$ cat src/rtl/counter_game_driver.sv
// Command-driven controller feeding a multi_mode_counter and tallying its games.
// Define GAME_DRV_STATS_EN to build the accepted/aborted command counters.
module counter_game_driver #(
    parameter int HOLD_W      = 8,
    parameter int MATCH_GAMES = 3
) (
    input  logic              clk,
    input  logic              rst_n,
    input  logic              cmd_valid,
    output logic              cmd_ready,
    input  logic [1:0]        cmd_mode,
    input  logic              cmd_init,
    input  logic [3:0]        cmd_load,
    input  logic [HOLD_W-1:0] cmd_hold,
    input  logic              match_clr,
    output logic [1:0]        mode_control,
    output logic [3:0]        load_value,
    output logic              init,
    input  logic              GAMEOVER,
    input  logic [1:0]        WHO,
    output logic              busy,
    output logic              game_done,
    output logic [3:0]        winner_games,
    output logic [3:0]        loser_games,
    output logic              match_over,
    output logic [1:0]        match_who,
    output logic              proto_err,
    output logic [15:0]       cmds_accepted,
    output logic [7:0]        cmds_aborted
);

    typedef enum logic [2:0] {
        IDLE,
        LOAD,
        RUN,
        FLUSH,
        MATCH
    } state_t;

    localparam logic [3:0] MG = 4'(MATCH_GAMES);

    state_t            state;
    logic [HOLD_W-1:0] hold_cnt;
    logic              gameover_q;
    logic              go_rise;
    logic              accept;

    assign go_rise   = GAMEOVER && !gameover_q && (state != MATCH);
    assign cmd_ready = (state == IDLE) && !GAMEOVER && !match_over;
    assign accept    = cmd_valid && cmd_ready;

    always_ff @(posedge clk or negedge rst_n) begin
        if (!rst_n) begin
            state        <= IDLE;
            hold_cnt     <= '0;
            gameover_q   <= 1'b0;
            mode_control <= 2'b00;
            load_value   <= 4'd0;
            init         <= 1'b0;
            busy         <= 1'b0;
            game_done    <= 1'b0;
            winner_games <= 4'd0;
            loser_games  <= 4'd0;
            match_over   <= 1'b0;
            match_who    <= 2'b00;
            proto_err    <= 1'b0;
        end else begin
            gameover_q <= GAMEOVER;
            game_done  <= 1'b0;
            if (match_clr) begin
                state        <= IDLE;
                init         <= 1'b0;
                busy         <= 1'b0;
                winner_games <= 4'd0;
                loser_games  <= 4'd0;
                match_over   <= 1'b0;
                match_who    <= 2'b00;
                proto_err    <= 1'b0;
            end else if (go_rise) begin
                // a game end preempts whatever command is running
                game_done <= 1'b1;
                state     <= FLUSH;
                busy      <= 1'b1;
                init      <= 1'b0;
                unique case (1'b1)
                    (WHO == 2'b10): begin
                        if (winner_games != 4'd15)
                            winner_games <= winner_games + 4'd1;
                    end
                    (WHO == 2'b01): begin
                        if (loser_games != 4'd15)
                            loser_games <= loser_games + 4'd1;
                    end
                    default: proto_err <= 1'b1;
                endcase
            end else begin
                case (state)
                    IDLE: begin
                        if (accept) begin
                            mode_control <= cmd_mode;
                            hold_cnt     <= cmd_hold;
                            busy         <= 1'b1;
                            if (cmd_init) begin
                                load_value <= cmd_load;
                                init       <= 1'b1;
                                state      <= LOAD;
                            end else begin
                                state <= RUN;
                            end
                        end
                    end
                    LOAD: begin
                        init  <= 1'b0;
                        state <= RUN;
                    end
                    RUN: begin
                        if (hold_cnt == '0) begin
                            state <= IDLE;
                            busy  <= 1'b0;
                        end else begin
                            hold_cnt <= hold_cnt - 1'b1;
                        end
                    end
                    FLUSH: begin
                        if (!GAMEOVER) begin
                            if (winner_games == MG) begin
                                state      <= MATCH;
                                match_over <= 1'b1;
                                match_who  <= 2'b10;
                            end else if (loser_games == MG) begin
                                state      <= MATCH;
                                match_over <= 1'b1;
                                match_who  <= 2'b01;
                            end else begin
                                state <= IDLE;
                                busy  <= 1'b0;
                            end
                        end
                    end
                    MATCH: ;
                    default: begin
                        state <= IDLE;
                        busy  <= 1'b0;
                    end
                endcase
            end
        end
    end

`ifdef GAME_DRV_STATS_EN
    logic abort;

    assign abort = go_rise && !match_clr &&
                   ((state == LOAD) || (state == RUN));

    always_ff @(posedge clk or negedge rst_n) begin
        if (!rst_n) begin
            cmds_accepted <= 16'd0;
            cmds_aborted  <= 8'd0;
        end else begin
            if (accept && (cmds_accepted != 16'hFFFF))
                cmds_accepted <= cmds_accepted + 16'd1;
            if (abort && (cmds_aborted != 8'hFF))
                cmds_aborted <= cmds_aborted + 8'd1;
        end
    end
`else
    assign cmds_accepted = 16'd0;
    assign cmds_aborted  = 8'd0;
`endif

endmodule

$ cat config.mk
export PLATFORM = sky130hd
export DESIGN_NAME = counter_game_driver
export DESIGN_NICKNAME = d
export VERILOG_FILES = /design/src/rtl/counter_game_driver.sv
export SDC_FILE = /design/constraint.sdc
export NUM_CORES = 1
export LEC_CHECK = 0
export CORE_AREA = 8 8 83 85
export CTS_BUF_LIST = sky130_fd_sc_hd__clkbuf_4 sky130_fd_sc_hd__clkbuf_8 sky130_fd_sc_hd__clkbuf_16
export DETAILED_ROUTE_END_ITERATION = 10
export DIE_AREA = 0 0 91 93
export PLACE_DENSITY = 0.69
export SLEW_MARGIN = 20
export SYNTH_ARGS = -nofsm -noshare
export SYNTH_HDL_FRONTEND = slang
export SYNTH_SLANG_ARGS = --single-unit
$ cat constraint.sdc
create_clock -name clk -period 3.15 [get_ports clk]
set_input_delay 0.945 -clock clk [delete_from_list [all_inputs] [get_ports clk]]
set_output_delay 0.945 -clock clk [all_outputs]
set_load 0.02 [all_outputs]
-- Word level (Yosys, flattened, before mapping)
Index checks and enable logic that the tools add are counted.
- word-level logic and storage cells: 123
- bits in registers: 33
- bits of input ports: 22
- output and inout bits: 46
- multiplexer cells: 50
- bitwise operators: 2
- equality and inequality tests: 24
- add/subtract/negate cells: 3
- reduce and logical (&&, ||, !) cells: 31
- operator list (cell ; count):
    4-bit two-way mux ; 8
    4-bit inequality test (second input constant) ; 8
    1-bit two-way mux ; 22
    3-bit two-way mux ; 7
    8-bit two-way mux ; 2
    8-bit case mux with 2 select lines ; 1
    3-bit case mux with 5 select lines ; 1
    2-bit two-way mux ; 7
    2-bit nonzero test ; 7
    4-bit AND reduction ; 3
    5-bit AND reduction ; 2
    3-bit AND reduction ; 3
    4-bit by 1-bit adder with 4-bit output (second input constant) ; 2
    4-bit by 2-bit == test with 1-bit output (second input constant) ; 2
    8-bit zero test ; 1
    2-bit inequality test (second input constant) ; 4
    8-bit by 1-bit subtractor with 8-bit output (second input constant) ; 1
    3-bit by 2-bit == test with 1-bit output (second input constant) ; 2
    3-bit inequality test (second input constant) ; 2
    6-bit AND reduction ; 1
    1-bit logical AND ; 5
    1-bit case mux with 4 select lines ; 1
    4-bit nonzero test ; 1
    2-bit OR reduction ; 2
    other kinds (12) ; 15

-- Depth between registers and ports, before layout
- depth after elaboration: 8
- mapped depth: 7
- gate-level depth less buffers: 6

-- Least setup slack after synthesis
Ideal clock, no wire load.
- path type: reg-to-output
- from: reg state[0]
- to: out cmd_ready
- required time: 2205 ps
- arrival time: 1286 ps
- stages on the path, launching flop included: 5
- setup slack: 919 ps
- cell sequence: dfrtp_1 -> buf_6 -> or3_4 -> buf_6 -> nor3_4
- longest elaborated chain between the ends: 3
- ends and longest elaborated chain (item ; RTL line ; text):
    from (decl) ; 42 ; state_t state;
    from (signal assigned) ; 54 ; state <= IDLE;
    from (signal assigned) ; 71 ; state <= IDLE;
    from (signal assigned) ; 82 ; state <= FLUSH;
    3-bit zero test ; 49 ; assign cmd_ready = (state == IDLE) && !GAMEOVER && !match_over;
    1-bit logical AND (2 in a row) ; 49 ;
    to (decl) ; 10 ; output logic cmd_ready,
Every way passes these cells.

-- Final worst setup path
- from: in GAMEOVER
- to: out cmd_ready
- longest elaborated chain between the ends: 3
- ends and longest elaborated chain (item ; RTL line ; text):
    from (decl) ; 19 ; input logic GAMEOVER,
    1-bit zero test ; n/a ;
    1-bit logical AND (2 in a row) ; 49 ;
Every way passes these cells.

==> qor.yml <==
timing:
  hold_viol: 0
  fin_worst_skew_ps: 6.01
  max_slew_margin_pct: 48.7
  period_share_pct: 93.0
  worstMarginPinSlew_ps: 768
  slew_viol_final: 0
  setup_viol: 0
  grt_setup_unrepaired: "no"
  layout_setup_ws_ps: 221
  period_minus_slack_ps: 2930
  max_freq_mhz: 341
critical_path:
  critPathMaxFanout: 2
  path_class: "input pin to output pin"
  arrival_ps: 1980
  cp-end-kind: "output pin"
  cp.required_ps: 2200
  critPathLaunchType: "input pin"
cells_and_area:
  drive_gt1_share_pct: 12.9
  nFillCells: 572
  utilization_pct: 46.7
  antennaDiodeCount: 0
  regArea_um2: 826
  nets: 290
  postLayoutCellArea_mm2: 0.00265
  finalNonFillerCells: 338
  syn_to_final_growth_pct: 23.4
  multiInputGateArea_mm2: 0.00112
clocking:
  cts-root-buf: "clkbuf_8"
  clk_pin_slew_ps: 70
  clk-insertion-delay-late_ps: 280
  cts.sinks: 33
  cts_tree: "yes"
  cts_setup_buffers: 0
  numCtsBuffers: 5
  cts_max_level: 2
  cts_buffer_depth: 2
status:
  outcome: "completed"
grt:
  grt_overflow: 0
  grt_pass1_wl_mm: 8.34
  grt_start_max_net_pins: 34
  antenna_found_initial: 0
  grt_pass1_vias: 1781
  track_usage_pct: 11.9
logic_synthesis:
  synth_top_area_share_pct: 38.4
  synth_compound_area_share_pct: 18.8
  yosysTopAreaCell: "dfrtp_1"
  synth_commonest_cells: "dfrtp_1, buf_4, nor2_1"
  syn_inst: 217
  ys_seq_elements: 33
  async_flop_share_pct: 100
  synth_simple_gate_area_share_pct: 19.4
  synth-main-ff-cell: "dfrtp_1"
  ys.warnings.count: 0
  synth_edf_count: 0
  synth_most_common_cell: "dfrtp_1"
  synthDistinctLibCells: 56
  synth_xor_area_share_pct: 0.815
  ys_seq_area_share_pct: 38.4
  synth_top_family_by_area: "simple AND/OR/NAND/NOR gates"
  postSynthAreaPerCell_um2: 9.90
  synth_area_leaders: "dfrtp_1, buf_4, ha_1"
  synthAdderAreaFrac_pct: 3.49
  syn_area_mm2: 0.00215
  synthMuxAreaShare_pct: 5.30
floorplan:
  fp.coreArea_mm2: 0.00568
  die_area_mm2: 0.00846
  ios: 68
  die_h_um: 93
  fp.dieW_um: 91
  core.rowCount: 28
  initial_core_util_pct: 37.9
route:
  viasPerCell: 5.05
  wirelength_mm: 5.00
  drc: 0
  antenna_left: 0
  wire_per_inst_um: 14.8
  drtIter0Drc: 73
  dr.pass1.iters: 4
  vias: 1708
place:
  dp.cells: 330
  port_buffers: 43
  gp_congestion: 0.856
  place_area_mm2: 0.00255
  dp_slack_ps: -70.9
  hpwl_mm: 3.70
power:
  vdd_drop_max_uv: 199
  leakage_nw: 1.12
  p_per_area_mw_per_mm2: 563
flow_run:
  maxCapViolations: 0
worst_hold_path:
  hold_class: "flop to flop"
-- stage by stage --
stage          hold WS, ps  setup TNS [ps]  power [mW]
5_1_grt                540               0        1.59
6_report               496               0        1.49
3_3_place_gp           477           -81.6        1.15
3_5_place_dp           484           -70.9        1.16
2_1_floorplan          477               0       0.988
4_1_cts                501               0        1.51
-- metal layers --
metal  vias up  wire (um)  track usage [%]
met3         5        378             4.97
met1       815       2190             14.0
met5         -          0                0
li1        836          -                -
met2        52       2390             19.6
met4         0         41             3.14
-- cells by family after synthesis --
group / after synthesis
AND/OR/NAND/NOR: 65
AO/OA/AOI/OAI: 56
buffers and inverters: 45
flip-flops: 33
multiplexers: 9
adder cells (fa/ha/maj): 6
XOR/XNOR: 2
other: 1
-- report_power, final --
| part | internal [mW] | switching [mW] | total (mW) | leakage (nW) |
|---|---|---|---|---|
| Sequential | 0.516 | 0.0998 | 0.616 | 0.426 |
| Combinational | 0.248 | 0.277 | 0.525 | 0.644 |
| Clock | 0.197 | 0.155 | 0.352 | 0.0542 |
| Total | 0.961 | 0.532 | 1.49 | 1.12 |
-- path summary, 6_finish.rpt --
kind | cells after the start | from | slack [ps] | to
worst max-delay path | 3 | GAMEOVER | 220 | cmd_ready
worst min-delay path | 1 | mode_control[0] | 500 | mode_control[0]
worst max register to register | 4 | state[0] | 1000 | hold_cnt[1]
worst min register to register | 1 | mode_control[0] | 500 | mode_control[0]
max in group asynchronous | 2 | rst_n | 1770 | hold_cnt[1]
min in group asynchronous | 2 | rst_n | 1070 | hold_cnt[3]
-- flip-flops by register name, indices dropped and copies added, names as in the netlist, 2 cells and up --
name          count
hold_cnt          8
load_value        4
loser_games       4
match_who         2
mode_control      2
state             3
winner_games      4
-- cell type report --
cell class,count,area share (%)
Multi-Input combinational cell,162,42.2
Clock buffer,7,3.64
Sequential cell,33,31.2
Clock inverter,1,0.189
Tap cell,75,3.54
Timing Repair Buffer,48,17.6
Inverter,12,1.70
-- critical path, cell delays in order --
cell,delay (ps)
clkdlybuf4s50_1,470
nor3_4,210
dlygate4sd2_1,360
-- timing repair --
action | CTS | global route
endpoints found under the setup margin | 1 | 0
gates resized for setup | 1 | 0
hold buffers | 0 | 0
hold endpoints to repair | 0 | 0
-- cell usage in the layout (no fill, tap or decap), drive strengths merged, types with 2 or more instances in the layout --
cell type      Yosys  layout
clkdlybuf4s50      0      42
dfrtp             33      33
conb               1      24
a21oi             15      15
nor2              13      13
o21ai             13      13
inv               12      12
nand3              8       8
nand2              7       7
clkbuf             2       7
nor3               7       7
mux2               7       7
ha                 6       6
o2bb2ai            5       5
buf               31       5
or3                5       5
or3b               5       5
nor3b              4       4
o221ai             4       4
nand4              4       4
a211oi             3       3
a22oi              3       3
nand2b             2       2
or4                2       2
o211ai             2       2
a221o              2       2
xor2               2       2
mux2i              2       2
nor4               2       2
Power figures use the tool's default switching activity.
==> RTL change, RTL diff (same flow settings) <==
The 5 states of `state_t` get a one-hot encoding in 5 bits.
--- a/src/rtl/counter_game_driver.sv
+++ b/src/rtl/counter_game_driver.sv
@@ -30,10 +30,10 @@
 );
 
-    typedef enum logic [2:0] {
-        IDLE,
-        LOAD,
-        RUN,
-        FLUSH,
-        MATCH
+    typedef enum logic [4:0] {
+        IDLE  = 5'b00001,
+        LOAD  = 5'b00010,
+        RUN   = 5'b00100,
+        FLUSH = 5'b01000,
+        MATCH = 5'b10000
     } state_t;
 
Formal check against the unedited RTL: same outputs for any inputs over 10 cycles, from zero or initial values and one cycle with rst_n low; not proved beyond that.
==> RTL change against the unedited design <==
  * Design area is 2.8% higher
  * Count of clock-buffer cells in the layout stayed put
  * Routed wire length increased by 1.0%
  * First-iteration DRC count rose by 37%
  * Worst setup slack better by 0.19 ns
  * Sequential cell count grew 2
  * Via count down 1.6%
  * Area after synthesis rose by 3.1%
  * Power is 3.6% lower
  * Critical path type unchanged
  * Critical endpoint unchanged
  * Largest cell class unchanged
==> RTL change: results (changes against the unedited design) <==
critical hold path startpoint=load_value[2]; outcome=finished clean; H-tree depth=2 (unchanged); # fillers=561 (-1.9%); grt met1 use=0.142 (+0.00236); CP Max Fanout=2 (unchanged); register area share after synthesis=0.396 (+0.0114); Layout Nets=294 (+1.4%); largest net degree at the start of global routing=36 (+5.9%); Post-Synth Adder-Cell Area=0.0339 (-0.00107); fraction of layout cells with a size suffix above 1=0.142 (+0.0130); VDD IR-drop max=0.000196 V (-1.3%); Commonest cells post-synth=34 x dfrtp_1, 33 x nor2_1, 24 x buf_4, 10 x a21oi_1, 9 x inv_1; via count=1681 (-1.6%); skew final=0.00990 ns (+0.00388 ns); worst-case hold path end point=load_value[2]; switching fraction of total power=0.345 (-0.0118); reg2reg path depth=5 (+1); mux cell area share after synthesis=0.0508 (-0.00218); worst-margin pin slew=0.580 ns (-0.187 ns); DP HPWL=3770 um (+1.9%); post-synthesis compound-gate area fraction=0.154 (-0.0345); Leakage Power=1.19 nW (+5.6%); first-pass GRT wire length=8720 um (+4.5%); Critical R2R Launch=state[4]; GRT Overall Usage=0.125 (+0.00612); Netlist cell types=54 (-3.6%); Global Route met2 Usage=0.207 (+0.0115); met3 Use GR=0.0433 (-0.00641); Iter 0 DRT Violations=100 (+37%); top cells by area, synth=dfrtp_1 38%, buf_4 8.1%, nor2_1 5.6%; WL final=5050 um (+1.0%); clock-pin slew on the worst setup and hold paths=0.07 ns (about the same); Synth Warn #=0 (unchanged); RePlAce Congestion=0.843 (-1.4%); reg-to-reg setup timing slack=0.95 ns (-0.05 ns); drt first pass iters=4 (unchanged); XOR/XNOR share of the synthesized area=0.0277 (+0.0195); vias in the first global route=1832 (+2.9%)
RTL change: cell types whose count changed after synthesis, sizes merged, moves of 3 or more:
cell | unedited run | this run
nor2 | 13 | 35
a21oi | 15 | 10
o21ai | 13 | 8
o2bb2ai | 5 | 0
or3b | 5 | 0
o221ai | 4 | 0
or3 | 5 | 1
xnor2 | 0 | 4
a22oi | 3 | 0
a2bb2oi | 1 | 4
buf | 31 | 28
inv | 12 | 9
RTL change: how the worst max path moves through the flow:
| stage | end | slack, ns | cells past startpoint |
|---|---|---|---|
| finish | cmd_ready | 0.42 | 3 |
| global route | cmd_ready | 0.38 | 3 |
| CTS | cmd_ready | 0.01 | 3 |
| detailed placement | cmd_ready | 0.02 | 3 |
| global placement | cmd_ready | 0.03 | 3 |
| floorplan | cmd_ready | 0.76 | 1 |
RTL change: layout make-up:
cell class                 instances  area share
multi-input combinational        168       0.426
sequential                        35       0.322
timing repair buffer              47       0.170
tap                               75      0.0345
clock buffer                       7      0.0331
inverter                           9      0.0124
clock inverter                     1     0.00184
RTL change: per-stage QoR:
step / cells / power [mW] / worst slack (ns) / instance area, um^2 / hold slack (ns)
global route: 342 / 1.53 / 0.383 / 2720 / 0.531
global placement: 334 / 1.09 / 0.0299 / 2630 / 0.474
CTS: 342 / 1.46 / 0.0149 / 2720 / 0.506
detailed placement: 334 / 1.10 / 0.0162 / 2630 / 0.489
finish: 342 / 1.44 / 0.415 / 2720 / 0.497
floorplan: 243 / 0.957 / 0.763 / 2300 / 0.517
RTL change: per-layer routing:
metal / vias to the layer above / part of all wire
li1: 812 / -
met1: 801 / 0.41
met2: 62 / 0.50
met3: 6 / 0.077
met4: 0 / 0.014
met5: - / 0
RTL change: critical path, stage by stage:
cell and delay [ns]:
clkdlybuf4s50_1 0.42, nor3_1 0.18, dlymetal6s2s_1 0.25
RTL change: kinds of logic (layout without fill, tap and decap cells):
family | after synthesis | after routing
flops | 35 | 35
other cells | 1 | 24
buf+inv | 40 | 64
compound gates | 40 | 40
xor+xnor | 7 | 7
mux | 10 | 10
fa+ha+maj | 6 | 6
simple gates | 81 | 81
RTL change: power groups by stage:
stage          Combinational, mW  Sequential, mW  Clock (mW)
3_3_place_gp               0.459           0.630           0
2_1_floorplan              0.301           0.655           0
5_1_grt                    0.511           0.641       0.379
4_1_cts                    0.471           0.626       0.359
6_report                   0.464           0.625       0.350
3_5_place_dp               0.470           0.634           0
RTL change: what timing repair did:
action                                  in CTS  in global routing
resized for setup                            0                  1
setup buffers                                0                  0
hold buffers                                 0                  0
endpoints found under the setup margin       0                  1
